==> src/rtl/mem_pkg.sv <==
// Shared encodings for the memory-access stage: RV32I load/store funct3 values,
// FSM states and the access-size / alignment helpers used by decode and extraction.
package mem_pkg;

    localparam logic [2:0] F3_B  = 3'b000;
    localparam logic [2:0] F3_H  = 3'b001;
    localparam logic [2:0] F3_W  = 3'b010;
    localparam logic [2:0] F3_BU = 3'b100;
    localparam logic [2:0] F3_HU = 3'b101;

    typedef enum logic [1:0] {
        IDLE = 2'd0,
        BUSY = 2'd1,
        DONE = 2'd2
    } mem_state_t;

    typedef enum logic [1:0] {
        SZ_BYTE = 2'd0,
        SZ_HALF = 2'd1,
        SZ_WORD = 2'd2
    } access_size_t;

    // Any funct3 that is not a byte or halfword encoding behaves as a word access.
    function automatic access_size_t access_size(input logic [2:0] funct3);
        access_size_t size;
        case (funct3)
            F3_B, F3_BU: size = SZ_BYTE;
            F3_H, F3_HU: size = SZ_HALF;
            default:     size = SZ_WORD;
        endcase
        return size;
    endfunction

    function automatic logic is_aligned(input logic [2:0] funct3, input logic [1:0] lane);
        logic ok;
        case (access_size(funct3))
            SZ_BYTE: ok = 1'b1;
            SZ_HALF: ok = ~lane[0];
            default: ok = (lane == 2'b00);
        endcase
        return ok;
    endfunction

endpackage

==> src/rtl/mem_access_stage_load_extract.sv <==
// Picks the addressed byte or halfword out of a returned RAM word and
// sign- or zero-extends it according to the load funct3.
module load_extract
    import mem_pkg::*;
(
    input  logic [31:0] rdata,
    input  logic [1:0]  lane,
    input  logic [2:0]  funct3,
    output logic [31:0] value
);

    logic [7:0]  byte_s;
    logic [15:0] half_s;

    // Select the byte and halfword addressed by the lane
    always_comb begin
        byte_s = 8'd0;
        half_s = 16'd0;
        case (lane)
            2'd0:    byte_s = rdata[7:0];
            2'd1:    byte_s = rdata[15:8];
            2'd2:    byte_s = rdata[23:16];
            default: byte_s = rdata[31:24];
        endcase
        if (lane[1]) begin
            half_s = rdata[31:16];
        end else begin
            half_s = rdata[15:0];
        end
    end

    // Extend the selected field to 32 bits
    always_comb begin
        value = rdata;
        case (funct3)
            F3_B:    value = {{24{byte_s[7]}}, byte_s};
            F3_BU:   value = {24'd0, byte_s};
            F3_H:    value = {{16{half_s[15]}}, half_s};
            F3_HU:   value = {16'd0, half_s};
            default: value = rdata;
        endcase
    end

endmodule

==> src/rtl/mem_access_stage.sv <==
// Memory-access pipeline stage: issues one request/acknowledge RAM transaction per
// aligned load/store, stalls the pipeline until it completes, and faults misaligned accesses.
module mem_access_stage
    import mem_pkg::*;
#(
    parameter int ADDR_W = 32
) (
    input  logic              clk,
    input  logic              reset_n,
    input  logic              in_valid,
    input  logic              in_mem_read,
    input  logic              in_mem_write,
    input  logic [2:0]        in_funct3,
    input  logic [31:0]       in_alu_rd_result,
    input  logic [31:0]       in_rs2_data,
    output logic              mem_req,
    output logic              mem_we,
    output logic [ADDR_W-1:0] mem_addr,
    output logic [31:0]       mem_wdata,
    output logic [3:0]        mem_wstrb,
    input  logic              mem_ack,
    input  logic [31:0]       mem_rdata,
    output logic [31:0]       ram_data,
    output logic              stall,
    output logic              misaligned_fault
);

    mem_state_t  state_r;
    mem_state_t  state_next_s;

    logic        access_s;
    logic        aligned_s;
    logic        issue_s;
    logic        misaligned_s;
    logic        ack_s;
    logic [31:0] wdata_s;
    logic [3:0]  wstrb_s;
    logic [31:0] load_value_s;

    logic [1:0]  lane_r;
    logic [2:0]  funct3_r;
    logic        is_load_r;

    // Classify the instruction sitting in EX/MEM
    always_comb begin
        access_s     = in_valid & (in_mem_read | in_mem_write);
        aligned_s    = is_aligned(in_funct3, in_alu_rd_result[1:0]);
        issue_s      = (state_r == IDLE) & access_s & aligned_s;
        misaligned_s = (state_r == IDLE) & access_s & ~aligned_s;
        ack_s        = (state_r == BUSY) & mem_ack;
    end

    // Replicate store data across lanes and build the byte strobes
    always_comb begin
        wdata_s = in_rs2_data;
        wstrb_s = 4'b1111;
        case (access_size(in_funct3))
            SZ_BYTE: begin
                wdata_s = {4{in_rs2_data[7:0]}};
                wstrb_s = 4'b0001 << in_alu_rd_result[1:0];
            end
            SZ_HALF: begin
                wdata_s = {2{in_rs2_data[15:0]}};
                if (in_alu_rd_result[1]) begin
                    wstrb_s = 4'b1100;
                end else begin
                    wstrb_s = 4'b0011;
                end
            end
            default: begin
                wdata_s = in_rs2_data;
                wstrb_s = 4'b1111;
            end
        endcase
    end

    load_extract u_load_extract (
        .rdata  (mem_rdata),
        .lane   (lane_r),
        .funct3 (funct3_r),
        .value  (load_value_s)
    );

    // FSM state register
    always_ff @(posedge clk or negedge reset_n) begin
        if (!reset_n) begin
            state_r <= IDLE;
        end else begin
            state_r <= state_next_s;
        end
    end

    // FSM next-state logic; DONE always returns to IDLE so the held instruction is not re-issued
    always_comb begin
        state_next_s = state_r;
        case (state_r)
            IDLE: begin
                if (issue_s) begin
                    state_next_s = BUSY;
                end else begin
                    state_next_s = IDLE;
                end
            end
            BUSY: begin
                if (mem_ack) begin
                    state_next_s = DONE;
                end else begin
                    state_next_s = BUSY;
                end
            end
            DONE:    state_next_s = IDLE;
            default: state_next_s = IDLE;
        endcase
    end

    // FSM output: hold the pipeline from issue until the acknowledge has been taken
    always_comb begin
        if (issue_s || (state_r == BUSY)) begin
            stall = 1'b1;
        end else begin
            stall = 1'b0;
        end
    end

    // Request, write-data and load-result registers
    always_ff @(posedge clk or negedge reset_n) begin
        if (!reset_n) begin
            mem_req          <= 1'b0;
            mem_we           <= 1'b0;
            mem_addr         <= {ADDR_W{1'b0}};
            mem_wdata        <= 32'd0;
            mem_wstrb        <= 4'd0;
            ram_data         <= 32'd0;
            misaligned_fault <= 1'b0;
            lane_r           <= 2'd0;
            funct3_r         <= 3'd0;
            is_load_r        <= 1'b0;
        end else begin
            misaligned_fault <= misaligned_s;
            if (issue_s) begin
                mem_req   <= 1'b1;
                mem_we    <= in_mem_write;
                mem_addr  <= {in_alu_rd_result[ADDR_W-1:2], 2'b00};
                mem_wdata <= wdata_s;
                mem_wstrb <= in_mem_write ? wstrb_s : 4'd0;
                lane_r    <= in_alu_rd_result[1:0];
                funct3_r  <= in_funct3;
                is_load_r <= in_mem_read;
            end else if (ack_s) begin
                mem_req <= 1'b0;
                if (is_load_r) begin
                    ram_data <= load_value_s;
                end
            end
        end
    end

endmodule

==> config.mk <==
export PLATFORM = sky130hd
export DESIGN_NAME = mem_access_stage
export DESIGN_NICKNAME = d
export VERILOG_FILES = /design/src/rtl/mem_pkg.sv /design/src/rtl/mem_access_stage_load_extract.sv /design/src/rtl/mem_access_stage.sv
export SDC_FILE = /design/constraint.sdc
export NUM_CORES = 1
export LEC_CHECK = 0
export CAP_MARGIN = 20
export CORE_ASPECT_RATIO = 1.2
export CORE_MARGIN = 2
export CORE_UTILIZATION = 31
export DETAILED_ROUTE_END_ITERATION = 16
export GPL_TIMING_DRIVEN = 0
export PLACE_DENSITY = 0.71
export SLEW_MARGIN = 20
export SYNTH_ARGS = -nofsm -noshare
export SYNTH_HDL_FRONTEND = slang
export SYNTH_SLANG_ARGS = --single-unit
==> constraint.sdc <==
create_clock -name clk -period 4.23 [get_ports clk]
set_input_delay 1.0575 -clock clk [delete_from_list [all_inputs] [get_ports clk]]
set_output_delay 1.0575 -clock clk [all_outputs]
set_load 0.01 [all_outputs]
======== Yosys cells after proc, flatten, opt, wreduce, memory -nomap -nowiden ========
Cells that the tools add are included.
storage, ports and cells
  flip-flop bits (word level) ............. 109
  bits of input ports ..................... 105
  output and inout bits ................... 104
  logic and storage cells ................. 57
cells by class
  equal/unequal tests ..................... 10
  shift-type cells ........................ 1
  multiplexer cells ....................... 15
  bitwise logic cells ..................... 9
  reduce and logical (&&, ||, !) cells .... 11
operator list
  cell                 number
  $pmux 32 s4          1
  $pmux 32 s2          1
  $pmux 8 s3           1
  $mux 16              1
  $eq 3x3->1 const B   4
  $logic_not 2->1      4
  $mux 4               2
  $pmux 2 s2           2
  $pmux 4 s2           1
  $eq 2x1->1 const B   3
  $eq 3x1->1 const B   2
  $logic_not 3->1      2
  $and 1x1->1          5
  $mux 1               4
  $reduce_or 2->1      2
  $shl 1x2->4 const A  1
  $not 1->1            3
  $reduce_and 3->1     1
  $eq 2x2->1 const B   1
  $mux 2               1
  $pmux 1 s2           1
  $reduce_bool 2->1    1
  $logic_or 1x1->1     1
  $or 1x1->1           1

======== Logic depth before layout (Yosys ltp) ========
Gate-level depths: netlist of the first run.
  word-level depth ........................ 8
  mapped depth ............................ 6
  gate-level depth less buffers ........... 4

======== By module ========
A second synthesis of the first run with hierarchy kept.
unflattened totals
  cell total of the unflattened synthesis .. 433
  area, all modules ....................... 5601.6 um2
modules (own cells, without submodules)
  module            instances  cells each  area an instance (um2)
  mem_access_stage  1          300         4631.9
  load_extract      1          133         969.7

======== Worst setup path before layout of the first run ========
OpenSTA, ideal clock, no wires.
  path kind ............................... input-to-output
  from .................................... in in_alu_rd_result[0]
  to ...................................... out stall
  data arrival time ....................... 1.880 ns
  path slack .............................. 1.293 ns
  stages on the path ...................... 6
  path buffers ............................ 2
  cells stage by stage .................... nor2_1 -> nor2_2 -> or2_1 -> buf_6 -> clkbuf_2 -> nand2_1
between the ends
  cells in the longest elaborated chain, start to end .. 5
  elaborated cells on any way between the ends .. 6
  classes of those cells .................. mux: 2; bitwise: 2; reduce/logical: 2
ends and longest elaborated chain
  item                                          line                          RTL
  from (decl)                                   mem_access_stage.sv:14        input logic [31:0] in_alu_rd_result,
  $logic_not 2->1 or $not 1->1 (tied branches)  mem_pkg.sv:39, mem_pkg.sv:38
  $pmux 1 s2 *                                  mem_pkg.sv:36                 case (access_size(funct3))
  $and 1x1->1 *                                 mem_access_stage.sv:48        issue_s = (state_r == IDLE) & access_s & aligned_s;
  $logic_or 1x1->1 *                            mem_access_stage.sv:118       if (issue_s || (state_r == BUSY)) begin
  $mux 1 *                                      mem_access_stage.sv:118
  to (decl)                                     mem_access_stage.sv:24        output logic stall,
Every way passes the cells marked *; elsewhere a longest branch is shown, timed or not.

======== Final worst setup path of the first run ========
  from .................................... in in_alu_rd_result[1]
  to ...................................... out stall
between the ends
  cells in the longest elaborated chain, start to end .. 5
ends and longest elaborated chain
  item              line                     RTL
  $logic_not 2->1   mem_pkg.sv:39            default: ok = (lane == 2'b00);
  $pmux 1 s2        mem_pkg.sv:36
  $and 1x1->1       mem_access_stage.sv:48
  $logic_or 1x1->1  mem_access_stage.sv:118
  $mux 1            mem_access_stage.sv:118
Every way passes these cells.

==> reports/qor.yml, run 1 <==
outcome:
  outcome: "complete, no violations"
detailed_routing:
  drc: 0
  dr_total_vias: 4594
  detail-route-antenna-nets: 0
  wl_met2_mm: 7.967
  vias_per_cell: 5.133
  top_layer: "met4"
  drt_pre_antenna_iters: 7
  wl_met3_mm: 1.462
  wl_per_cell_um: 18.14
  wl_met1_mm: 6.382
  drt-initial-drc-count: 274
  wirelength_mm: 16.23
sta:
  drv_slew: 0
  worst_pin_slew_ns: 0.6447
  post-route-period-util_pct: 97.04
  max_freq_mhz: 243.6
  finalSetupViolCount: 0
  finClkSkew_ns: 0.006633
  relSlewSlack_pct: 56.83
  period_needed_ns: 4.105
  hold_violations: 0
  rsz0062_at_grt: "false"
  whs_ns: 0.4905
clock_network:
  root_buffer: "clkbuf_16"
  cts_num_sinks: 109
  clkLatencyLatePin_ns: 0.35
  ctsLongestPathBuffers: 2
  postCtsHoldBufs: 0
  cts_tree: "yes"
  path_clk_slew_ns: 0.07
  numCtsBuffers: 9
  cts_setup_buffers: 0
  h-tree-depth: 3
  cts_repair_resize_count: 0
logic_synthesis:
  synthFlopType: "dfrtp_1"
  ys_seq_area_share_pct: 53.88
  yosys_warnings: 0
  synth_seq_cells: 109
  ys_types: 37
  ys_async_sr_fraction_pct: 100.0
  synth_edf_count: 0
  synthCells: 458
  syn_area_mm2: 0.005062
  avgSynthCellArea_um2: 11.05
flow_run:
  cap_violations: 0
min_path:
  worstHoldPathType: "reg2reg"
  hold_start: "ram_data[2]$_DFFE_PN0P_"
critical_path:
  critPathCaptureType: "output pin"
  required_ns: 3.17
  critical_path_arrival_ns: 3.05
  worst_setup_path_start_kind: "input port"
  cp_max_fo: 10
  path_class: "in2out"
  worstReg2RegStart: "state_r[1]$_DFF_PN0_"
  cp-startpoint: "in_alu_rd_result[1]"
floorplan:
  core_mm2: 0.01608
  std_cell_rows: 51
  die_w_um: 120.7
  die_h_um: 144.0
  die_area_mm2: 0.01737
  io_pins: 209
  start_util_pct: 31.48
placement:
  place_area_mm2: 0.007422
  numPortBuffers: 206
  hpwl_mm: 12.43
  gp_congestion: 0.8878
  place_inst: 878
global_routing:
  grt_start_max_net_pins: 78
  grt_first_pass_wirelength_mm: 24.67
  grt_usage_pct: 18.31
  overflow: 0
  first_global_vias: 4687
  antenna_found_initial: 1
cells_and_area:
  areaGrowthSynthToFinish_pct: 52.50
  drive_gt1_share_pct: 14.37
  final_area_mm2: 0.007720
  fin_util_pct: 48.01
  nNetsFinal: 782
  fin_cells: 895
pwr:
  p_leak_uw: 0.003178
  p_total_uw: 4368
  power_density_mw_per_mm2: 565.9
  vdd_drop_max_mv: 0.2056
final timing paths:
kind,slack [ns],cells past startpoint,end
min in group asynchronous,0.57,1,ram_data[20]$_DFFE_PN0P_
worst max-delay path,0.13,8,stall
max in group asynchronous,2.94,2,mem_addr[25]$_DFFE_PN0P_
worst min register to register,0.49,2,ram_data[2]$_DFFE_PN0P_
worst min-delay path,0.49,2,ram_data[2]$_DFFE_PN0P_
worst max register to register,2.41,5,mem_addr[14]$_DFFE_PN0P_
cell usage in the layout, fill, tap and decap left out, types with 10 or more instances in the layout:
master,n
nand2_1,27
a21oi_1,10
a31oi_1,25
clkbuf_1,12
o211ai_1,10
mux2i_1,26
clkdlybuf4s50_1,203
mux2_2,44
o21ai_0,74
nor2_1,39
dfrtp_1,109
cell families (layout without fill, tap and decap cells):
group	count (synthesis)	count (layout)	synth area share (%)
other	1	3	0.07408
multiplexers	78	78	17.30
flip-flops	109	109	53.88
AND/OR/NAND/NOR	89	89	7.959
AO/OA/AOI/OAI	140	140	16.58
buffers and inverters	41	264	4.201
Yosys cell counts (all sizes together), types with 2 or more instances:
cell	count	area share, %
dfrtp	109	54
o21ai	76	7.5
mux2	52	12
nor2	43	3.3
nand2	27	2.0
mux2i	26	5.1
a31oi	25	3.1
buf	23	2.8
clkbuf	14	1.1
a21oi	11	1.2
o211ai	11	1.7
nand3b	8	1.2
a222oi	5	0.99
inv	4	0.30
nand2b	3	0.37
nor2b	3	0.37
o22ai	3	0.37
o31ai	3	0.44
a21o	2	0.30
nor3	2	0.20
routing by layer:
metal | vias to the layer above | global-route usage (%)
met4 | 0 | 6.916
met5 | - | 0
met1 | 2251 | 21.63
li1 | 2093 | -
met3 | 28 | 6.112
met2 | 222 | 30.92
critical path: stages:
cell and delay (ns):
clkdlybuf4s50_1 0.54, nor2_2 0.17, nor2_2 0.09, or2_1 0.24, buf_6 0.14, clkbuf_2 0.19
nand2_1 0.09, clkdlybuf4s50_1 0.53
where the power goes:
| part | switching [µW] | leakage (µW) | internal, µW | total [µW] |
|---|---|---|---|---|
| clock | 396 | 0.000141 | 432 | 828 |
| sequential | 219 | 0.00131 | 1430 | 1640 |
| combinational | 826 | 0.00173 | 1070 | 1900 |
flip-flops by register name, indices dropped and copies added, names as in the netlist:
register and flops:
mem_wdata 32, ram_data 32, mem_addr 30, mem_wstrb 4, funct3_r 3, lane_r 2
state_r 2, is_load_r 1, mem_req 1, mem_we 1, misaligned_fault 1
through the flow:
stage | setup WS [ns] | TNS (ns)
finish | 0.1254 | 0
CTS | 0.0007925 | 0
global route | 0.01886 | 0
global placement | -1.959 | -212.12
detailed placement | -0.007146 | -0.007146
floorplan | 1.293 | 0
final cells by class:
class | count | area, µm²
clock inverter | 5 | 35.03
buffer | 37 | 197.7
multi-input combinational | 309 | 2128
inverter | 4 | 15.01
timing repair buffer | 207 | 2096
tap | 212 | 265.3
clock buffer | 11 | 252.7
antenna | 1 | 2.502
sequential | 109 | 2728
fill | 1490 | 8361
Power figures use the tool's default switching activity.
==> inputs of run 2 (changes only) <==
Settings changed: ABC_CLOCK_PERIOD_IN_PS set to 4230.
==> results of run 2 <==
Same layout as run 1: the final DEF is identical, and so are final timing and power.
==> edit 1 (flow settings as in run 1) <==
Remove the register `misaligned_fault`: a continuous assignment takes its place, so the output `misaligned_fault` follows one clock earlier.
--- a/src/rtl/mem_access_stage.sv
+++ b/src/rtl/mem_access_stage.sv
@@ -131,12 +131,10 @@
             mem_wdata        <= 32'd0;
             mem_wstrb        <= 4'd0;
             ram_data         <= 32'd0;
-            misaligned_fault <= 1'b0;
             lane_r           <= 2'd0;
             funct3_r         <= 3'd0;
             is_load_r        <= 1'b0;
         end else begin
-            misaligned_fault <= misaligned_s;
             if (issue_s) begin
                 mem_req   <= 1'b1;
                 mem_we    <= in_mem_write;
@@ -155,5 +153,7 @@
         end
     end
 
+    assign misaligned_fault = misaligned_s;
+
 endmodule
 
Formal check against the unedited RTL: not equivalent (Yosys sat finds a counterexample within 4 cycles, from zero or initial values and one cycle with reset_n low).
==> edit 1 against run 1 <==
  * Register-to-register slack lost 0.04 ns
  * Combinational power is essentially flat
  * Clock power grew 13%
  * Synthesized area shrank 0.49%
  * Power grew 2.4%
  * Routed wire length grew 0.68%
  * Sequential cell count shrank 1
  * Largest power group unchanged
  * Non-clock buffer count is the same
  * Design area grew 0.18%
  * Setup slack gained 0.073 ns
==> edit 1: results (changes against run 1) <==
| Metric | Value |
|---|---|
| Synth Flop Type | dfrtp_1 (unchanged) |
| Post-synthesis sequential area ratio | 53.65% (was 53.88%) |
| Max VDD drop | 211.5 uV (was 205.6 uV) |
| Final clock skew | 0.006189 ns (was 0.006633 ns) |
| GR Util met3 | 4.960% (was 6.112%) |
| Largest net degree at the start of global routing | 74 (was 78) |
| Clock latency on the worst-skew pair | 0.35 ns (about the same) |
| Leakage | 3.182 nW (was 3.178 nW) |
| Hpwl dp | 12530 um (was 12430 um) |
| Placed Cells | 877 (was 878) |
| Synth area leaders | dfrtp_1, mux2_2, o21ai_0 (unchanged) |
| Async set-reset flop share out of synthesis | 100.0% (unchanged) |
| Met1 Track Usage GR | 22.66% (was 21.63%) |
| Routed wire per std cell | 18.30 um (was 18.14 um) |
| Worst path arrival time | 2.97 ns (was 3.05 ns) |
| Top cells by instance count after synthesis | dfrtp_1, o21ai_0, mux2_2 (unchanged) |
| Final #Nets | 781 (was 782) |
| Max transition margin | 54.37% (was 56.83%) |
| CP Launch Point | in_funct3[1] (was in_alu_rd_result[1]) |
| HP Start | ram_data[3] (was ram_data[2]) |
| Global placer's final weighted congestion | 0.8202 (was 0.8878) |
| Pre-CTS setup slack | 0.01707 ns (was -0.007146 ns) |
| N_diodes | 0 (was 1) |
| Total number of yosys warnings | 0 (unchanged) |
| End of the worst register-to-register path | mem_addr[28] (was mem_addr[14]) |
| Number of vias per cell | 5.068 (was 5.133) |
| Total wire length | 16340 um (was 16230 um) |
| 1st-iter DRT viols | 315 (was 274) |
| R2R Setup Slk | 2.37 ns (was 2.41 ns) |
| Setup bufs post-CTS | 0 (unchanged) |
| Vias in the first global route | 4798 (was 4687) |
| Syn_area_per_cell | 11.02 sq um (was 11.05 sq um) |
| First-pass GRT wire length | 25470 um (was 24670 um) |
| Pre-Repair DR Iteration Count | 5 (was 7) |
| Min-Delay Endpoint | ram_data[3] (was ram_data[2]) |
| Initial antenna violation count | 0 (was 1) |
| Area after DPL | 0.007397 sq mm (was 0.007422 sq mm) |
| Met2 Usage GRT | 32.53% (was 30.92%) |
| Status | completed (unchanged) |
| Total Routing Usage GR | 18.94% (was 18.31%) |
==> edit 1: cell count changes after synthesis, sizes merged <==
cell	before	now
dfrtp	109	108
==> edit 1: worst max-delay path by stage <==
stage	slack, ns	end	cells after the start
floorplan	1.29	stall	6
finish	0.20	stall	8
global placement	-1.97	mem_addr[6]	1
global route	0.05	stall	8
detailed placement	0.02	stall	7
CTS	0.01	stall	7
==> edit 1: kinds of logic (layout without fill, tap and decap cells) <==
logic type      after synthesis  in the layout  share of synthesized area, %
other cells                   1              2                       0.07444
compound gates              140            140                         16.67
simple gates                 89             89                         7.998
flops                       108            108                         53.65
mux                          78             78                         17.39
buf+inv                      41            264                         4.222
==> edit 1: critical path, stage by stage <==
cell             delay (ns)
clkdlybuf4s50_1        0.48
a21oi_2                0.17
nor2_2                 0.08
or2_1                  0.24
buf_6                  0.14
clkbuf_2               0.18
nand2_1                0.09
clkdlybuf4s50_1        0.53
==> edit 1: area by class of cell <==
type / count / area, sq um
multi-input cells: 309 / 2128
fillers: 1529 / 8347
inverters: 4 / 15.01
flip-flops and latches: 108 / 2703
clock buffers: 10 / 239.0
clock inverters: 6 / 87.58
repair buffers: 207 / 2098
well taps: 212 / 265.3
plain buffers: 37 / 197.7
==> edit 1: per-layer routing <==
metal,up-vias,wire length [um],share of wire [%]
met5,-,0,0
met4,0,352,2.2
met3,26,1299,7.9
met2,206,8240,50
met1,2207,6452,39
li1,2087,-,-
==> edit 1: power by group <==
| group | total [mW] | internal, mW | switching, mW |
|---|---|---|---|
| Combinational | 1.90 | 1.07 | 0.834 |
| Clock | 0.932 | 0.535 | 0.397 |
| Sequential | 1.64 | 1.41 | 0.220 |
| Total | 4.47 | 3.02 | 1.45 |
==> edit 2 (config.mk and constraints of run 1) <==
Made on the original files. The 3 states of `mem_state_t` get a one-hot encoding in 3 bits.
--- a/src/rtl/mem_pkg.sv
+++ b/src/rtl/mem_pkg.sv
@@ -8,10 +8,10 @@
     localparam logic [2:0] F3_BU = 3'b100;
     localparam logic [2:0] F3_HU = 3'b101;
 
-    typedef enum logic [1:0] {
-        IDLE = 2'd0,
-        BUSY = 2'd1,
-        DONE = 2'd2
+    typedef enum logic [2:0] {
+        IDLE = 3'b001,
+        BUSY = 3'b010,
+        DONE = 3'b100
     } mem_state_t;
 
     typedef enum logic [1:0] {
Function: no difference found for any inputs over 4 cycles, from zero or initial values and one cycle with reset_n low; so few cycles prove little.
==> edit 2 against run 1 <==
  * Power shrank 8.4%
  * Setup slack better by 0.38 ns
  * Sequential cell count grew 1
  * Register-to-register slack got worse by 0.05 ns
  * Combinational power shrank 19%
  * Worst hold slack worse by 0.0078 ns
  * Design area grew 1.4%
  * Synthesized cell count decreased by 0.66%
  * Routed wire length down 5.3%
  * Synthesized area increased by 1.5%
  * Cell count decreased by 0.56%
==> edit 2: results (changes against run 1) <==
| Metric | Value |
|---|---|
| Status | completed (unchanged) |
| Global placer's final weighted congestion | 0.8488 (was 0.8878) |
| Share of layout cells above drive strength 1 | 14.31% (was 14.37%) |
| Filler Cells Inserted | 1485 (was 1490) |
| Proportion of synthesized area in mux cells | 20.24% (was 17.30%) |
| PostCTS Resize Cnt | 1 (was 0) |
| 1st-iter DRT viols | 191 (was 274) |
| Leakage | 3.592 nW (was 3.178 nW) |
| Min-Delay Endpoint | mem_wdata[18] (was ram_data[2]) |
| Worst path arrival time | 2.67 ns (was 3.05 ns) |
| Compound-cell area share of the yosys netlist | 11.99% (was 16.58%) |
| Total wire length | 15380 um (was 16230 um) |
| Mapped Cells | 455 (was 458) |
| Pre-Repair DR Iteration Count | 4 (was 7) |
| HP Start | mem_wdata[18] (was ram_data[2]) |
| Xor/xnor share of the synthesized area | 0.1705% (was 0%) |
| Max transition margin | 60.62% (was 56.83%) |
| Routed wire per std cell | 17.28 um (was 18.14 um) |
| First-pass GRT wire length | 24660 um (was 24670 um) |
| Top cells by instance count after synthesis | dfrtp_1, nand2_1, a21oi_1, mux2_4, nor2_1 (was dfrtp_1, o21ai_0, mux2_2) |
| Placed Cells | 875 (was 878) |
| N_diodes | 0 (was 1) |
| R2R Setup Slk | 2.36 ns (was 2.41 ns) |
| R2r worst-path depth | 6 (was 5) |
| Critical R2R Launch | lane_r[1] (was state_r[1]) |
| Via count | 4275 (was 4594) |
| Total Routing Usage GR | 17.82% (was 18.31%) |
| End of the worst register-to-register path | ram_data[16] (was mem_addr[14]) |
| Post-synthesis sequential area ratio | 53.62% (was 53.88%) |
| Max VDD drop | 228.0 uV (was 205.6 uV) |
| Fmax | 268.4 MHz (was 243.6 MHz) |
| Final #Nets | 779 (was 782) |
| Synth area leaders | dfrtp_1, mux2_4, mux2i_1 (was dfrtp_1, mux2_2, o21ai_0) |
## edit 2: cells by family after synthesis
kind of cell,count (synthesis)
buffers and inverters,43
AND/OR/NAND/NOR,116
other,1
multiplexers,80
XOR/XNOR,1
flip-flops,110
AO/OA/AOI/OAI,104
## edit 2: metal layers
layer | up-vias | part of all wire, % | GRT usage [%]
met5 | - | 0 | 0
met4 | 0 | 2.0 | 6.954
met3 | 22 | 7.7 | 5.071
met2 | 168 | 49 | 29.86
met1 | 2090 | 41 | 21.46
li1 | 1995 | - | -
## edit 2: critical path: cells and delay by family
family / cells / cell delay, ns
AOI/OAI and AO/OA: 2 / 0.33
and+or+nand+nor: 1 / 0.28
buffers and inverters: 4 / 1.00
## edit 2: final cells by class
type | instances | area [sq um] | area share (%)
Inverter | 11 | 41.29 | 0.5276
Multi-Input combinational cell | 303 | 2160 | 27.59
Clock inverter | 5 | 82.58 | 1.055
Sequential cell | 110 | 2754 | 35.19
Tap cell | 212 | 265.3 | 3.389
Timing Repair Buffer | 207 | 2096 | 26.78
Clock buffer | 10 | 239.0 | 3.054
Buffer | 32 | 188.9 | 2.414
## edit 2: through the flow
step / setup WS, ns / hold slack (ns) / setup TNS (ns)
floorplan: 1.169 / 0.4592 / 0
global placement: -2.112 / 0.4633 / -230.07
detailed placement: -0.06875 / 0.4691 / -0.06875
CTS: 0.01148 / 0.4863 / 0
global route: 0.3918 / 0.5112 / 0
finish: 0.5037 / 0.4827 / 0
## edit 2: where the power goes
part	total [mW]	internal, mW	switching [mW]
registers	1.53	1.35	0.181
clock network	0.927	0.535	0.393
logic	1.54	0.907	0.633
## edit 2: worst max-delay path by stage
stage,endpoint,from,cells past startpoint,slack [ns]
after CTS,stall,in_alu_rd_result[1],7,0.01
after floorplan,stall,in_alu_rd_result[0],5,1.17
after global placement,mem_addr[21],reset_n,1,-2.11
after global routing,stall,in_valid,7,0.39
final,stall,in_valid,7,0.50
after detailed placement,stall,in_alu_rd_result[1],7,-0.07
